`src/rtl/uart_pkg.sv`:
```
// Shared types and constants for the routed UART transmitter.
package uart_pkg;
  typedef enum logic [2:0] {IDLE, SETUP, START, DATA, PARITY, STOP} tx_state_t;
  localparam int   CLKS_PER_BIT_DEFAULT = 434;
  localparam logic UART_IDLE_LVL        = 1'b1;
endpackage

```
`src/rtl/uart_tx_route_if.sv`:
```
// Upstream byte handshake into the routed UART transmitter.
interface uart_tx_route_if #(parameter int DATA_BITS = 8);
  logic [DATA_BITS-1:0] tx_data;
  logic [1:0]           tx_chan;
  logic                 tx_valid;
  logic                 tx_ready;

  modport master (output tx_data, tx_chan, tx_valid, input tx_ready);
  modport slave  (input tx_data, tx_chan, tx_valid, output tx_ready);
endinterface

```
`src/rtl/uart_baud_tick.sv`:
```
// Bit-time counter: tick pulses for one cycle at count CLKS_PER_BIT-1, then wraps.
module uart_baud_tick #(
  parameter int CLKS_PER_BIT = 434
) (
  input  logic clk,
  input  logic reset,
  input  logic clr,
  input  logic en,
  output logic tick
);
  localparam int            CW   = (CLKS_PER_BIT > 1) ? $clog2(CLKS_PER_BIT) : 1;
  localparam logic [CW-1:0] LAST = CW'(CLKS_PER_BIT - 1);

  logic [CW-1:0] cnt;

  assign tick = en && (cnt == LAST);

  always_ff @(posedge clk or negedge reset) begin
    if (!reset)            cnt <= '0;
    else if (clr || tick)  cnt <= '0;
    else if (en)           cnt <= cnt + 1'b1;
  end
endmodule

```
`src/rtl/uart_tx_route.sv`:
```
// 8N1 UART transmitter that also drives the selector's channel lines {s1,s0},
// switching them only between frames. Optional parity bit: UART_TX_PARITY_EN.
module uart_tx_route
  import uart_pkg::*;
#(
  parameter int CLKS_PER_BIT = CLKS_PER_BIT_DEFAULT,
  parameter int DATA_BITS    = 8
) (
  input  logic             clk,
  input  logic             reset,
  uart_tx_route_if.slave   up,
  output logic             tx,
  output logic             s0,
  output logic             s1,
  output logic             busy
);
  localparam int BW = (DATA_BITS > 1) ? $clog2(DATA_BITS) : 1;
`ifdef UART_TX_PARITY_EN
  localparam tx_state_t AFTER_DATA = PARITY;
`else
  localparam tx_state_t AFTER_DATA = STOP;
`endif

  tx_state_t            state, next;
  logic [1:0]           rst_sync;
  logic                 rst_n;
  logic                 tick;
  logic                 last_bit;
  logic                 take;
  logic [DATA_BITS-1:0] data_q;
  logic [BW-1:0]        bit_idx;
  logic [1:0]           sel;

  // Assert asynchronously, release on a clock edge.
  always_ff @(posedge clk or negedge reset) begin
    if (!reset) rst_sync <= '0;
    else        rst_sync <= {rst_sync[0], 1'b1};
  end
  assign rst_n = rst_sync[1];

  uart_baud_tick #(.CLKS_PER_BIT(CLKS_PER_BIT)) u_baud (
    .clk   (clk),
    .reset (rst_n),
    .clr   (state == IDLE),
    .en    (state != IDLE),
    .tick  (tick)
  );

  assign last_bit = (bit_idx == BW'(DATA_BITS - 1));
  assign take     = (state == IDLE) && up.tx_valid;
  assign {s1, s0} = sel;

  always_ff @(posedge clk or negedge rst_n) begin
    if (!rst_n) state <= IDLE;
    else        state <= next;
  end

  always_comb begin
    next        = state;
    tx          = UART_IDLE_LVL;
    up.tx_ready = 1'b0;
    busy        = 1'b1;
    case (state)
      IDLE: begin
        up.tx_ready = 1'b1;
        busy        = 1'b0;
        if (up.tx_valid) next = (up.tx_chan != sel) ? SETUP : START;
      end
      // Line held idle on the freshly selected port so the selector settles.
      SETUP:  if (tick) next = START;
      START: begin
        tx = 1'b0;
        if (tick) next = DATA;
      end
      DATA: begin
        tx = data_q[bit_idx];
        if (tick && last_bit) next = AFTER_DATA;
      end
      PARITY: begin
        tx = ^data_q;
        if (tick) next = STOP;
      end
      STOP:    if (tick) next = IDLE;
      default: next = IDLE;
    endcase
  end

  always_ff @(posedge clk or negedge rst_n) begin
    if (!rst_n) begin
      data_q  <= '0;
      sel     <= '0;
      bit_idx <= '0;
    end else begin
      if (take) begin
        data_q <= up.tx_data;
        if (up.tx_chan != sel) sel <= up.tx_chan;
      end
      if (state == DATA && tick) bit_idx <= last_bit ? '0 : bit_idx + 1'b1;
    end
  end
endmodule
```
`src/flat_wrapper.sv`:
```
// flat-port wrapper written by rule: the top's interface ports become plain ports
module uart_tx_route_flat import uart_pkg::*;
#(
  parameter int CLKS_PER_BIT = CLKS_PER_BIT_DEFAULT,
  parameter int DATA_BITS    = 8
)
  (clk, reset, tx, s0, s1, busy, up_tx_data, up_tx_chan, up_tx_valid, up_tx_ready);
  uart_tx_route_if #(.DATA_BITS(DATA_BITS)) up_i ();
  input  logic clk;
  input  logic reset;
  output logic tx;
  output logic s0;
  output logic s1;
  output logic busy;
  input wire logic [$bits(up_i.tx_data)-1:0] up_tx_data;
  input wire logic [$bits(up_i.tx_chan)-1:0] up_tx_chan;
  input wire logic [$bits(up_i.tx_valid)-1:0] up_tx_valid;
  output wire logic [$bits(up_i.tx_ready)-1:0] up_tx_ready;
  assign up_i.tx_data = up_tx_data;
  assign up_i.tx_chan = up_tx_chan;
  assign up_i.tx_valid = up_tx_valid;
  assign up_tx_ready = up_i.tx_ready;
  uart_tx_route #(.CLKS_PER_BIT(CLKS_PER_BIT), .DATA_BITS(DATA_BITS)) u_core (.clk(clk), .reset(reset), .up(up_i), .tx(tx), .s0(s0), .s1(s1), .busy(busy));
endmodule
```
`config.mk`:
```
export PLATFORM = sky130hd
export DESIGN_NAME = uart_tx_route_flat
export DESIGN_NICKNAME = d
export VERILOG_FILES = /design/src/rtl/uart_pkg.sv /design/src/rtl/uart_tx_route_if.sv /design/src/rtl/uart_baud_tick.sv /design/src/rtl/uart_tx_route.sv /design/src/flat_wrapper.sv
export SDC_FILE = /design/constraint.sdc
export NUM_CORES = 1
export LEC_CHECK = 0
export ABC_AREA = 1
export CORE_MARGIN = 2
export CORE_UTILIZATION = 40
export DETAILED_ROUTE_END_ITERATION = 7
export PLACE_DENSITY = 0.61
export SYNTH_ARGS = -nofsm -noshare
export SYNTH_HDL_FRONTEND = slang
export SYNTH_SLANG_ARGS = --single-unit
```
`constraint.sdc`:
```
create_clock -name clk -period 1.2 [get_ports clk]
set_input_delay 0.24 -clock clk [delete_from_list [all_inputs] [get_ports clk]]
set_output_delay 0.24 -clock clk [all_outputs]
set_load 0.01 [all_outputs]
```
==> results.yml <==
cts:
  clk_latency_ns: 0.28
  cts_tree: "built"
  htree_levels: 1
  numClockSinks: 27
  cts-buffers-inserted: 3
  clk_pin_slew_ns: 0.10
  cts_root_buffer: "clkbuf_8"
  cts_buffer_depth: 2
yosys:
  netlist_area_um2: 1540
  synthDistinctLibCells: 25
  ys.flop_type: "dfrtp_1"
  syn-mean-instance-area_um2: 7.59
  synth-edff-count: 0
  ys_async_sr_fraction_pct: 100
  synth_seq_cells: 27
  ys_seq_area_share_pct: 43.9
  syn-num-nets: 220
  ys_warn_count: 0
  synthCells: 203
floorplan:
  chipWidth_um: 66.1
  std_cell_rows: 22
  start_util_pct: 41.8
  design.core.area_um2: 3690
  die_h_um: 66.1
  num_io_pins: 18
  die-area_um2: 4360
global_route:
  antenna_found_initial: 0
  gr-total-overflow: 0
  grt-busiest-layer: "met2"
  grtUsageTotal_pct: 18.4
  use_met2_pct: 33.3
  met1_usage_pct: 23.3
  grt_max_degree: 19
  grt_pass1_wl_um: 6140
  grt_pass1_vias: 1414
  grtUsageMet3_pct: 2.04
sta:
  max_clock_freq_mhz: 616
  setup_violations: 28
  skew_ns: 0.00431
  fin_tns_setup_ns: -5.32
  fin_ws_ns: -0.425
  hold_viol: 0
  slew_headroom_pct: 49.0
  tightestPinTransition_ns: 0.764
  grt_setup_unrepaired: "true"
  finalCriticalPeriod_ns: 1.62
  slew_viol_final: 0
  finalCritPeriodShare_pct: 135
layout:
  fill_cells: 295
  final_cell_area_um2: 2560
  layout-drive-gt1-share_pct: 46.4
  final_core_util_pct: 69.5
  multi_input_area_um2: 1070
  register_area_um2: 677
  fin_nets: 294
  diodes: 0
  syn2layout_area_growth_pct: 66.4
critical_path:
  r2r_start: "u_core.state[0]$_DFFE_PN0P_"
  worst_r2r_endpoint: "u_core.state[2]$_DFFE_PN0P_"
  crit_path_end_kind: "primary output"
  path_max_fanout: 3
  worst_r2r_path_depth: 10
  path_class: "reg2out"
  r2r_slack_ns: -0.22
  crit_required_ns: 0.96
  crit_path_start_kind: "flip-flop"
  cp.arrival_ns: 1.38
routing:
  vias: 1517
  wl_per_cell_um: 11.9
  drtIter0Drc: 62
  drt_wl_total_um: 3840
  avgViaCountPerCell: 4.68
  dr.pass1.iters: 4
  ant_nets: 0
  drc: 0
power_and_ir_drop:
  p_per_area_nw_per_um2: 2170
  ir_drop_mv: 0.920
  p_leak_uw: 0.00125
place:
  place.gp.congestion: 0.769
  io_buffers: 17
  dpl_cell_area_um2: 2060
  hpwlAfterDp_um: 2280
  place_ws_ns: -0.511
run_status:
  status: "finished, violations left"
  violations: "negative setup slack"
run:
  maxCapViolCount: 0
worst_hold_path:
  hold_class: "in2async"
## power breakdown
group,internal (uW),switching (uW)
registers,1170,214
logic,1790,1830
clock network,236,305
total,3200,2350
## area by class of cell
| class | instances | share of cell area, % |
|---|---|---|
| sequential | 27 | 26.4 |
| clock buffer | 3 | 1.61 |
| clock inverter | 1 | 0.293 |
| tap | 48 | 2.34 |
| multi-input combinational | 154 | 41.7 |
| timing repair buffer | 66 | 23.8 |
| inverter | 25 | 3.76 |
## metrics by stage
step / hold slack [ns] / total power, uW / std cells
floorplan: -0.0556 / 2870 / 203
global placement: 0.161 / 3890 / 304
detailed placement: 0.150 / 3920 / 304
CTS: 0.109 / 5010 / 320
global route: 0.116 / 5980 / 324
finish: 0.111 / 5550 / 324
## cell families (layout without fill, tap and decap cells)
| family | after synthesis | count (layout) | synth area share [%] |
|---|---|---|---|
| AO/OA/AOI/OAI | 23 | 23 | 10.1 |
| XOR/XNOR | 2 | 2 | 1.14 |
| adder cells (fa/ha/maj) | 4 | 4 | 3.25 |
| buffers and inverters | 26 | 95 | 6.82 |
| flip-flops | 27 | 27 | 43.9 |
| other | 1 | 1 | 0.243 |
| AND/OR/NAND/NOR | 120 | 124 | 34.6 |
## worst max path at each step
stage,start,to,slack [ns],cells after the start
global placement,u_core.bit_idx[0]$_DFFE_PN0P_,tx,-0.53,7
finish,u_core.data_q[2]$_DFFE_PN0P_,tx,-0.42,9
floorplan,u_core.state[1]$_DFFE_PN0P_,u_core.sel[0]$_DFFE_PN0P_,-0.03,7
detailed placement,u_core.bit_idx[0]$_DFFE_PN0P_,tx,-0.51,7
global route,u_core.bit_idx[0]$_DFFE_PN0P_,tx,-0.55,7
CTS,u_core.data_q[1]$_DFFE_PN0P_,tx,-0.42,9
## placed cells by master, fill, tap and decap left out, drive strengths merged, types with 2 or more instances in the layout
| cell type | n |
|---|---|
| a21oi | 16 |
| buf | 52 |
| clkbuf | 3 |
| clkdlybuf4s15 | 2 |
| clkdlybuf4s50 | 11 |
| dfrtp | 27 |
| ha | 4 |
| inv | 25 |
| nand2 | 78 |
| nand3 | 14 |
| nand3b | 2 |
| nor2 | 24 |
| nor3 | 3 |
| nor3b | 2 |
| o21ai | 5 |
| xnor2 | 2 |
## synth_stat cells (2+ instances only)
master / instances / share of area (%)
nor3b_1: 2 / 0.97
inv_2: 2 / 0.49
nor2_2: 2 / 0.81
nand2_4: 2 / 1.5
a21oi_2: 8 / 4.5
nand3b_1: 2 / 0.97
nor3_1: 3 / 0.97
o21ai_1: 3 / 0.97
a21oi_1: 8 / 2.6
inv_1: 23 / 5.6
dfrtp_1: 27 / 44
o21ai_0: 2 / 0.65
nand3_1: 13 / 4.2
nand2_1: 71 / 17
xnor2_1: 2 / 1.1
nor2_1: 21 / 5.1
ha_1: 4 / 3.2
## registers in the layout (all words and copies together) (netlist names)
name / cells
u_core.sel: 2
u_core.bit_idx: 3
u_core.rst_sync: 2
u_core.data_q: 8
u_core.state: 3
u_core.u_baud.cnt: 9
## repair_timing
item,in CTS,in global routing
hold buffers,0,0
endpoints found under the setup margin,30,30
gates cloned,4,0
setup buffers,8,6
resized for setup,72,34
pin swaps,10,18
## worst max-delay path, stage by stage, from the launching register on
cell and delay [ns]:
dfrtp_1 0.41, buf_4 0.14, nand2_1 0.06, nand2_1 0.07, nand2_1 0.06, nand2_1 0.05
nand2_1 0.05, nand3_1 0.07, nand3_1 0.07, buf_2 0.13
## per-layer routing
layer,wire (um),up-vias
met2,2030,13
met1,1720,711
met4,31,0
li1,-,789
met5,0,-
met3,61,4
(Power assumes the default switching activity.)
